$ cat src/rtl/csr_pkg.sv
// Shared CSR addresses, bit positions, interrupt causes and the trap sequencer state type.
package csr_pkg;

  localparam logic [11:0] CSR_MSTATUS = 12'h300;
  localparam logic [11:0] CSR_MIE     = 12'h304;
  localparam logic [11:0] CSR_MEPC    = 12'h341;
  localparam logic [11:0] CSR_MIP     = 12'h344;

  localparam int MSTATUS_MIE  = 3;
  localparam int MSTATUS_MPIE = 7;
  localparam int MIE_MTIE     = 7;
  localparam int MIE_MEIE     = 11;

  localparam logic [31:0] CAUSE_M_EXT   = 32'h8000_000B;
  localparam logic [31:0] CAUSE_M_TIMER = 32'h8000_0007;

  typedef enum logic [2:0] {
    ST_IDLE,
    ST_SAVE_EPC,
    ST_SET_STATUS,
    ST_TRAP_REDIR,
    ST_MRET_RESTORE,
    ST_MRET_REDIR
  } trap_state_e;

  function automatic logic [31:0] csr_addr32(input logic [11:0] a);
    return {20'h0, a};
  endfunction

endpackage

$ cat src/rtl/csr_trap_ctrl_if.sv
// CSR file write port plus the read taps the trap sequencer needs.
// Handshake: csr_wr is a single-cycle write strobe; the CSR file always accepts it (no ready).
interface csr_trap_ctrl_if;
  logic        csr_wr;
  logic [31:0] csr_addr;
  logic [31:0] csr_wdata;
  logic [31:0] mstatus_q;
  logic [31:0] mie_q;
  logic [31:0] mepc_q;

  modport master (
    output csr_wr, csr_addr, csr_wdata,
    input  mstatus_q, mie_q, mepc_q
  );

  modport slave (
    input  csr_wr, csr_addr, csr_wdata,
    output mstatus_q, mie_q, mepc_q
  );
endinterface

$ cat src/rtl/csr_trap_ctrl_irq_prio.sv
// Qualifies pending interrupts against global/individual enables; external beats timer.
module irq_prio
  import csr_pkg::*;
(
  input  logic        inst_valid,
  input  logic        ext_irq,
  input  logic        timer_irq,
  input  logic        mstatus_mie,
  input  logic [31:0] mie_q,
  output logic        take,
  output logic [31:0] cause
);

  logic ext_en;
  logic tmr_en;
  logic unused_mie;

  assign unused_mie = ^{mie_q[31:12], mie_q[10:8], mie_q[6:0]};
  assign ext_en     = mie_q[MIE_MEIE] & ext_irq;
  assign tmr_en     = mie_q[MIE_MTIE] & timer_irq;
  assign take       = inst_valid & mstatus_mie & (ext_en | tmr_en);
  assign cause      = ext_en ? CAUSE_M_EXT : CAUSE_M_TIMER;

endmodule

$ cat src/rtl/csr_trap_ctrl.sv
// Machine-mode interrupt entry / mret sequencer; owns the CSR file write port.
module csr_trap_ctrl
  import csr_pkg::*;
#(
  parameter logic [31:0] MTVEC_ADDR = 32'h0000_0100
) (
  input  logic                   clk,
  input  logic                   rst,
  input  logic                   ext_irq,
  input  logic                   timer_irq,
  input  logic                   inst_valid,
  input  logic                   is_mret,
  input  logic [31:0]            pc_in,
  input  logic                   pipe_csr_wr,
  input  logic [31:0]            pipe_csr_addr,
  input  logic [31:0]            pipe_csr_wdata,
  csr_trap_ctrl_if.master        csr_bus,
  output logic                   pipe_stall,
  output logic                   flush,
  output logic                   pc_redirect,
  output logic [31:0]            redirect_pc,
  output logic [31:0]            trap_cause,
  output logic                   trap_active,
  output trap_state_e            dbg_state
);

  trap_state_e state_q, state_d;
  logic [31:0] pc_snap_q, pc_snap_d;
  logic [31:0] status_snap_q, status_snap_d;
  logic [31:0] mepc_snap_q, mepc_snap_d;
  logic [31:0] cause_snap_q, cause_snap_d;
  logic [31:0] trap_cause_q, trap_cause_d;

  logic        take;
  logic [31:0] cause;
  logic [31:0] status_trap;
  logic [31:0] status_mret;

  irq_prio u_irq_prio (
    .inst_valid  (inst_valid),
    .ext_irq     (ext_irq),
    .timer_irq   (timer_irq),
    .mstatus_mie (csr_bus.mstatus_q[MSTATUS_MIE]),
    .mie_q       (csr_bus.mie_q),
    .take        (take),
    .cause       (cause)
  );

  always_comb begin
    status_trap               = status_snap_q;
    status_trap[MSTATUS_MPIE] = status_snap_q[MSTATUS_MIE];
    status_trap[MSTATUS_MIE]  = 1'b0;
    status_mret               = status_snap_q;
    status_mret[MSTATUS_MIE]  = status_snap_q[MSTATUS_MPIE];
    status_mret[MSTATUS_MPIE] = 1'b1;
  end

  always_comb begin
    state_d             = state_q;
    pc_snap_d           = pc_snap_q;
    status_snap_d       = status_snap_q;
    mepc_snap_d         = mepc_snap_q;
    cause_snap_d        = cause_snap_q;
    trap_cause_d        = trap_cause_q;
    csr_bus.csr_wr      = 1'b0;
    csr_bus.csr_addr    = '0;
    csr_bus.csr_wdata   = '0;
    pipe_stall          = 1'b1;
    flush               = 1'b0;
    pc_redirect         = 1'b0;
    redirect_pc         = '0;

    case (state_q)
      ST_IDLE: begin
        pipe_stall = 1'b0;
        // Interrupt beats both mret and a same-cycle pipeline write, which is dropped.
        if (take) begin
          pipe_stall    = 1'b1;
          pc_snap_d     = pc_in;
          status_snap_d = csr_bus.mstatus_q;
          cause_snap_d  = cause;
          state_d       = ST_SAVE_EPC;
        end else if (inst_valid && is_mret) begin
          pipe_stall    = 1'b1;
          status_snap_d = csr_bus.mstatus_q;
          mepc_snap_d   = csr_bus.mepc_q;
          state_d       = ST_MRET_RESTORE;
        end else begin
          csr_bus.csr_wr    = pipe_csr_wr;
          csr_bus.csr_addr  = pipe_csr_addr;
          csr_bus.csr_wdata = pipe_csr_wdata;
        end
      end
      ST_SAVE_EPC: begin
        csr_bus.csr_wr    = 1'b1;
        csr_bus.csr_addr  = csr_addr32(CSR_MEPC);
        csr_bus.csr_wdata = pc_snap_q;
        state_d           = ST_SET_STATUS;
      end
      ST_SET_STATUS: begin
        csr_bus.csr_wr    = 1'b1;
        csr_bus.csr_addr  = csr_addr32(CSR_MSTATUS);
        csr_bus.csr_wdata = status_trap;
        trap_cause_d      = cause_snap_q;
        state_d           = ST_TRAP_REDIR;
      end
      ST_TRAP_REDIR: begin
        pc_redirect = 1'b1;
        flush       = 1'b1;
        redirect_pc = MTVEC_ADDR;
        state_d     = ST_IDLE;
      end
      ST_MRET_RESTORE: begin
        csr_bus.csr_wr    = 1'b1;
        csr_bus.csr_addr  = csr_addr32(CSR_MSTATUS);
        csr_bus.csr_wdata = status_mret;
        state_d           = ST_MRET_REDIR;
      end
      ST_MRET_REDIR: begin
        pc_redirect = 1'b1;
        flush       = 1'b1;
        redirect_pc = mepc_snap_q;
        state_d     = ST_IDLE;
      end
      default: state_d = ST_IDLE;
    endcase

    // Outputs read zero while reset is held, even with live pipeline requests.
    if (rst) begin
      csr_bus.csr_wr    = 1'b0;
      csr_bus.csr_addr  = '0;
      csr_bus.csr_wdata = '0;
      pipe_stall        = 1'b0;
      flush             = 1'b0;
      pc_redirect       = 1'b0;
      redirect_pc       = '0;
    end
  end

  always_ff @(posedge clk or posedge rst) begin
    if (rst) begin
      state_q       <= ST_IDLE;
      pc_snap_q     <= '0;
      status_snap_q <= '0;
      mepc_snap_q   <= '0;
      cause_snap_q  <= '0;
      trap_cause_q  <= '0;
    end else begin
      state_q       <= state_d;
      pc_snap_q     <= pc_snap_d;
      status_snap_q <= status_snap_d;
      mepc_snap_q   <= mepc_snap_d;
      cause_snap_q  <= cause_snap_d;
      trap_cause_q  <= trap_cause_d;
    end
  end

  assign trap_cause  = trap_cause_q;
  assign trap_active = (state_q != ST_IDLE);
  assign dbg_state   = state_q;

endmodule

$ cat src/flat_wrapper.sv
// flat-port wrapper written by rule: the top's interface ports become plain ports
module csr_trap_ctrl_flat import csr_pkg::*;
#(
  parameter logic [31:0] MTVEC_ADDR = 32'h0000_0100
)
  (clk, rst, ext_irq, timer_irq, inst_valid, is_mret, pc_in, pipe_csr_wr, pipe_csr_addr, pipe_csr_wdata, pipe_stall, flush, pc_redirect, redirect_pc, trap_cause, trap_active, dbg_state, csr_bus_csr_wr, csr_bus_csr_addr, csr_bus_csr_wdata, csr_bus_mstatus_q, csr_bus_mie_q, csr_bus_mepc_q);
  csr_trap_ctrl_if csr_bus_i ();
  input  logic clk;
  input  logic rst;
  input  logic ext_irq;
  input  logic timer_irq;
  input  logic inst_valid;
  input  logic is_mret;
  input  logic [31:0] pc_in;
  input  logic pipe_csr_wr;
  input  logic [31:0] pipe_csr_addr;
  input  logic [31:0] pipe_csr_wdata;
  output logic pipe_stall;
  output logic flush;
  output logic pc_redirect;
  output logic [31:0] redirect_pc;
  output logic [31:0] trap_cause;
  output logic trap_active;
  output trap_state_e dbg_state;
  output wire logic [$bits(csr_bus_i.csr_wr)-1:0] csr_bus_csr_wr;
  output wire logic [$bits(csr_bus_i.csr_addr)-1:0] csr_bus_csr_addr;
  output wire logic [$bits(csr_bus_i.csr_wdata)-1:0] csr_bus_csr_wdata;
  input wire logic [$bits(csr_bus_i.mstatus_q)-1:0] csr_bus_mstatus_q;
  input wire logic [$bits(csr_bus_i.mie_q)-1:0] csr_bus_mie_q;
  input wire logic [$bits(csr_bus_i.mepc_q)-1:0] csr_bus_mepc_q;
  assign csr_bus_csr_wr = csr_bus_i.csr_wr;
  assign csr_bus_csr_addr = csr_bus_i.csr_addr;
  assign csr_bus_csr_wdata = csr_bus_i.csr_wdata;
  assign csr_bus_i.mstatus_q = csr_bus_mstatus_q;
  assign csr_bus_i.mie_q = csr_bus_mie_q;
  assign csr_bus_i.mepc_q = csr_bus_mepc_q;
  csr_trap_ctrl #(.MTVEC_ADDR(MTVEC_ADDR)) u_core (.clk(clk), .rst(rst), .ext_irq(ext_irq), .timer_irq(timer_irq), .inst_valid(inst_valid), .is_mret(is_mret), .pc_in(pc_in), .pipe_csr_wr(pipe_csr_wr), .pipe_csr_addr(pipe_csr_addr), .pipe_csr_wdata(pipe_csr_wdata), .csr_bus(csr_bus_i), .pipe_stall(pipe_stall), .flush(flush), .pc_redirect(pc_redirect), .redirect_pc(redirect_pc), .trap_cause(trap_cause), .trap_active(trap_active), .dbg_state(dbg_state));
endmodule
$ cat config.mk
export PLATFORM = sky130hd
export DESIGN_NAME = csr_trap_ctrl_flat
export DESIGN_NICKNAME = d
export VERILOG_FILES = /design/src/rtl/csr_pkg.sv /design/src/rtl/csr_trap_ctrl_if.sv /design/src/rtl/csr_trap_ctrl_irq_prio.sv /design/src/rtl/csr_trap_ctrl.sv /design/src/flat_wrapper.sv
export SDC_FILE = /design/constraint.sdc
export NUM_CORES = 1
export LEC_CHECK = 0
export ABC_AREA = 1
export CAP_MARGIN = 20
export CORE_ASPECT_RATIO = 0.5
export CORE_MARGIN = 2
export CORE_UTILIZATION = 30
export CTS_CLUSTER_SIZE = 30
export DETAILED_ROUTE_END_ITERATION = 10
export HOLD_SLACK_MARGIN = 0.03
export SKIP_LAST_GASP = 1
export SLEW_MARGIN = 10
export SYNTH_ARGS = -nofsm -noshare
export SYNTH_HDL_FRONTEND = slang
export SYNTH_SLANG_ARGS = --single-unit
$ cat constraint.sdc
create_clock -name clk -period 5.6 [get_ports clk]
set_input_delay 0.84 -clock clk [delete_from_list [all_inputs] [get_ports clk]]
set_output_delay 0.84 -clock clk [all_outputs]
set_load 0.03 [all_outputs]
Word-level counts from Yosys, hierarchy flattened
Index checks and enable logic that the tools add are counted.
- bitwise logic cells: 6
- reduce and logical (&&, ||, !) cells: 10
- mux-type cells: 26
- equality and inequality tests: 6
- operators with widths (operator ; count):
    32-bit two-way mux ; 9
    32-bit one-hot mux with 4 select lines ; 1
    32-bit one-hot mux with 3 select lines ; 1
    32-bit one-hot mux with 2 select lines ; 1
    3-bit one-hot mux with 4 select lines ; 1
    1-bit two-way mux ; 9
    3-bit by 2-bit == test with 1-bit output, second input constant ; 2
    3-bit == test, second input constant ; 2
    3-bit two-way mux ; 2
    1-bit bitwise AND ; 4
    4-bit two-way mux ; 1
    2-bit AND reduction ; 2
    2-bit OR reduction ; 2
    3-bit by 1-bit == test with 1-bit output, second input constant ; 1
    3-bit logical NOT ; 1
    3-bit by 1-bit != test with 1-bit output, second input constant ; 1
    3-bit AND reduction ; 1
    3-bit nonzero test ; 1
    3-bit OR reduction ; 1
    1-bit one-hot mux with 2 select lines ; 1
    2-bit nonzero test ; 1
    1-bit logical AND ; 1
    1-bit NOT ; 1
    1-bit OR ; 1
- output and inout port bits: 136
- input bits: 199
- register bits after elaboration: 163
- word-level logic and storage cells: 54

Logic depth before layout (Yosys ltp)
- word-level depth: 6
- gate-level depth with buffers: 9
- mapped depth without buffers: 7

By module
A second synthesis with hierarchy kept.
- cell total of the unflattened synthesis: 1071
- area, all modules: 8115.3 um2
- by module, submodules not included (module ; area each (um2) ; cells each ; seq. area each (um2) ; times used):
    csr_trap_ctrl ; 7848.8 ; 1033 ; 4078.9 ; 1
    irq_prio ; 266.5 ; 38 ; 0.0 ; 1

Worst setup path before layout
OpenSTA, ideal clock, no wires.
- kind: input to output
- from: in rst
- to: out redirect_pc[8]
- data required time: 4760 ps
- path buffers: 0
- arrival time: 4446 ps
- slack: 314 ps
- stages on the path: 3
- cell sequence: inv_1 nand4_1 o21ai_0
- longest elaborated chain between the ends: 1
- ends and longest elaborated chain (what ; RTL line ; source):
    from (decl) ; flat_wrapper.sv:9 ; input logic rst;
    32-bit two-way mux ; csr_trap_ctrl.sv:129 ; if (rst) begin
    to (decl) ; flat_wrapper.sv:21 ; output logic [31:0] redirect_pc;
No other way between the ends.

Final worst setup path
- from: reg u_core.state_q[0], in the netlist u_core.dbg_state[0]
- to: out csr_bus_csr_addr[28]
- longest elaborated chain between the ends: 4
- elaborated cells between the ends (all ways): 7
- those cells by class: eq/ne (3); mux (2); reduce/logical (2)
- ends and longest elaborated chain (what ; RTL line ; source):
    from (decl) ; csr_trap_ctrl.sv:27 ; trap_state_e state_q, state_d;
    from (signal assigned) ; csr_trap_ctrl.sv:149 ; state_q <= state_d;
    3-bit by 2-bit == test with 1-bit output or 3-bit == test (tied branches) ; csr_trap_ctrl.sv:73 ; case (state_q)
    2-bit OR reduction (no source line) ; -- ;
    32-bit one-hot mux with 3 select lines * ; csr_trap_ctrl.sv:73 ;
    32-bit two-way mux * ; csr_trap_ctrl.sv:129 ;
    to (decl) ; flat_wrapper.sv:26 ; output wire logic [$bits(csr_bus_i.csr_addr)-1:0] csr_bus_csr_addr;
Every way passes the cells marked *; elsewhere a longest branch is shown, timed or not.

==> metrics.md <==
| Metric | Value |
|---|---|
| Largest area contributor in the netlist | `dfrtp_1` |
| Synth Instances | `990` |
| Share of layout cells above drive strength 1 | `under 10%` |
| Final WS setup | `between 1 and 1.5 ns` |
| Area Overhead vs Synth | `45.5%` |
| Cell with the most instances after synthesis | `nand2_1` |
| Initial antenna violation count | `3` |
| Tcrit/Tclk final | `between 70 and 80%` |
| Num Clock Sinks | `around 110` |
| # IOs | `335` |
| Fin Hold WS | `0.463 ns` |
| Row count | `38` |
| Largest net degree at the start of global routing | `67` |
| Worst Hold Class | `reg2reg` |
| Yosys reg bits | `between 100 and 150` |
| Die Width | `215 um` |
| NumNets Final | `between 1000 and 1500` |
| PD cells | `about 440 mW/mm^2` |
| Crit Path Category | `reg2out` |
| Design area | `between 0.009 and 0.01 sq mm` |
| Number of synthesized flops with an enable pin | `0` |
| Core area | `around 0.022 sq mm` |
| Crit path DAT | `3.42 ns` |
| Vias | `around 7000` |
| Max FO, Critical Path | `36` |
| Post-Syn Area per Cell | `between 6 and 7 sq um` |
| Setup crit start kind | `flip-flop` |
| Area of the multi-input gates | `between 0.003 and 0.004 sq mm` |
| Share of the synthesized area in the top cell type | `around two fifths` |
| Setup TNS Final | `0 ns` |
| GRT Util Overall | `approximately a fifth` |
| Final routed DRC violation total | `0` |
| TritonRoute pass-1 iters | `5` |
| Finish-stage setup viols | `0` |
| First-pass GRT wire length | `~36000 um` |
| Clk slew on worst S/H paths | `approximately 0.070 ns` |
| TritonCTS Buffers | `9` |
| Drt initial violations | `a little under 600` |
| Storage element area | `roughly 0.0026 sq mm` |
| CTS H-tree depth | `3` |
| Fill count | `roughly 2200` |
| Ys Warns | `0` |
| Status | `finished clean` |
| GP Congestion | `just under 0.8` |
| Number of port buffers | `approximately 280` |
| Worst-Skew Late Latency | `0.35 ns` |
| Die area | `~0.024 sq mm` |
| CTS Root Cell | `clkbuf_16` |
| Most area-consuming cells after synthesis | `dfrtp_1 (39%), nand2_1 (15%), nor2_1 (11%), nand3_1 (7.5%), nand4_1 (6.0%)` |
| Placed cell area | `between 0.009 and 0.01 sq mm` |
| Drt wl/cell | `roughly 15 um` |
| Global route total overflow | `0` |
| Post-CTS Setup Inserts | `0` |
| Main synth FF type | `dfrtp_1` |
| Slew HR | `~35%` |
| Req. time, crit path | `roughly 4.8 ns` |
| Initial Util | `between 30% and 40%` |
| Leak | `about 0.0047 uW` |
| Post-synth top cells | `nand2_1 (270), nor2_1 (188), dfrtp_1 (105)` |
| Ys async rst share | `100%` |
| Skew final | `around 0.011 ns` |
| Fmax | `0.235 GHz` |
| Final antenna-violating net count | `0` |
| Number of global-route vias before repair | `between 6000 and 7000` |
| DP Worst Slack | `between 1 and 1.5 ns` |
| Worst-margin pin slew | `roughly 0.97 ns` |
| Max Cap Violations | `0` |
| Worst vdd ir | `between 0.0003 and 0.0004 V` |
| Minimum clock period | `approximately 4.3 ns` |
| HPWL after DPL | `~16000 um` |
| Post-Synthesis Cell Area | `around 0.0067 sq mm` |
| Post-synthesis sequential area ratio | `39.2%` |
| Die Y | `110 um` |
| RSZ-0062 raised after global routing | `no` |
| Synth cell types | `26` |
| Type of element capturing the critical path | `output port` |
| TritonCTS clock tree | `built` |
| Post-cts resize count | `0` |
| DR vias/cell | `~4.6` |
| Max-slew violations | `0` |
| Hold buffers post-CTS | `0` |
| Max Buffers Root-to-Sink | `2` |
| Final Hold Violating Endpoints | `0` |
| Pwr Total | `4280 uW` |
| Final wirelength | `between 20000 and 25000 um` |
[kinds of logic (layout without fill, tap and decap cells)]
kind of cell	count (synthesis)	after routing	share of synthesized area (%)
buf+inv	209	414	15.2
mux	1	1	0.168
simple gates	630	630	40.4
compound gates	44	44	5.07
other cells	1	28	0.0559
flops	105	105	39.2
[report_power, final]
group / total, uW / internal, uW / switching, uW / leakage (uW)
clock: 655 / 353 / 302 / 0.000144
sequential: 1330 / 1100 / 232 / 0.00131
combinational: 2290 / 817 / 1470 / 0.00321
total: 4280 / 2270 / 2010 / 0.00467
[worst max-delay path: stages, from the launching register on]
cell and delay (ns):
dfrtp_1 0.63, nor2_8 0.57, nand2_4 0.44, nor2_2 0.21, buf_4 0.30, nand2_1 0.11, nor2_1 0.12, clkdlybuf4s50_1 0.69
[placed cells by master (no fill, tap or decap), types with 2 or more instances in the layout]
master	Yosys	layout
clkdlybuf4s50_1	0	276
nand2_1	270	270
nor2_1	188	187
dfrtp_1	105	105
inv_1	103	102
nand3_1	101	101
nand4_1	64	64
o21ai_2	32	32
conb_1	1	27
buf_4	35	13
clkbuf_16	0	9
o21ai_0	6	6
a21oi_1	6	6
inv_6	0	3
inv_2	2	2
inv_4	1	2
nor2_2	1	2
[flip-flops by register name, summed over array words and instances (netlist names)]
signal and count:
u_core.mepc_snap_q 32, u_core.dbg_state 3, u_core.pc_snap_q 32, u_core.status_snap_q 32
u_core.trap_cause 3, u_core.cause_snap_q 3
[layout make-up]
type                            instances  area share (%)
Antenna cell                            1          0.0256
Clock buffer                           10            2.35
Clock inverter                          6           0.744
Inverter                              107            4.17
Multi-Input combinational cell        702            32.4
Sequential cell                       105            26.9
Tap cell                              300            3.85
Timing Repair Buffer                  291            29.5
[metrics by stage]
stage | util (%) | cells
4_1_cts | 44.6 | 1520
3_5_place_dp | 43.2 | 1504
5_1_grt | 44.7 | 1521
3_3_place_gp | 43.2 | 1504
6_report | 44.7 | 1522
2_1_floorplan | - | 1016
[path summary, 6_finish.rpt]
path / start / to / slack, ns / cells past startpoint
worst min register to register: u_core.cause_snap_q[1] / u_core.cause_snap_q[1] / 0.46 / 2
worst min-delay path: u_core.cause_snap_q[1] / u_core.cause_snap_q[1] / 0.46 / 2
max in group asynchronous: rst / u_core.mepc_snap_q[2] / 3.77 / 3
worst max register to register: u_core.dbg_state[0] / u_core.cause_snap_q[3] / 2.08 / 6
worst max-delay path: u_core.dbg_state[0] / csr_bus_csr_addr[28] / 1.34 / 7
min in group asynchronous: rst / u_core.pc_snap_q[9] / 0.56 / 2
[metal layers]
metal	part of all wire, %	global-route usage [%]
met2	49	33.2
met5	0.057	0
met4	1.1	3.94
met3	6.1	4.37
met1	44	24.7
No activity file was read; power rests on OpenSTA's default activity.
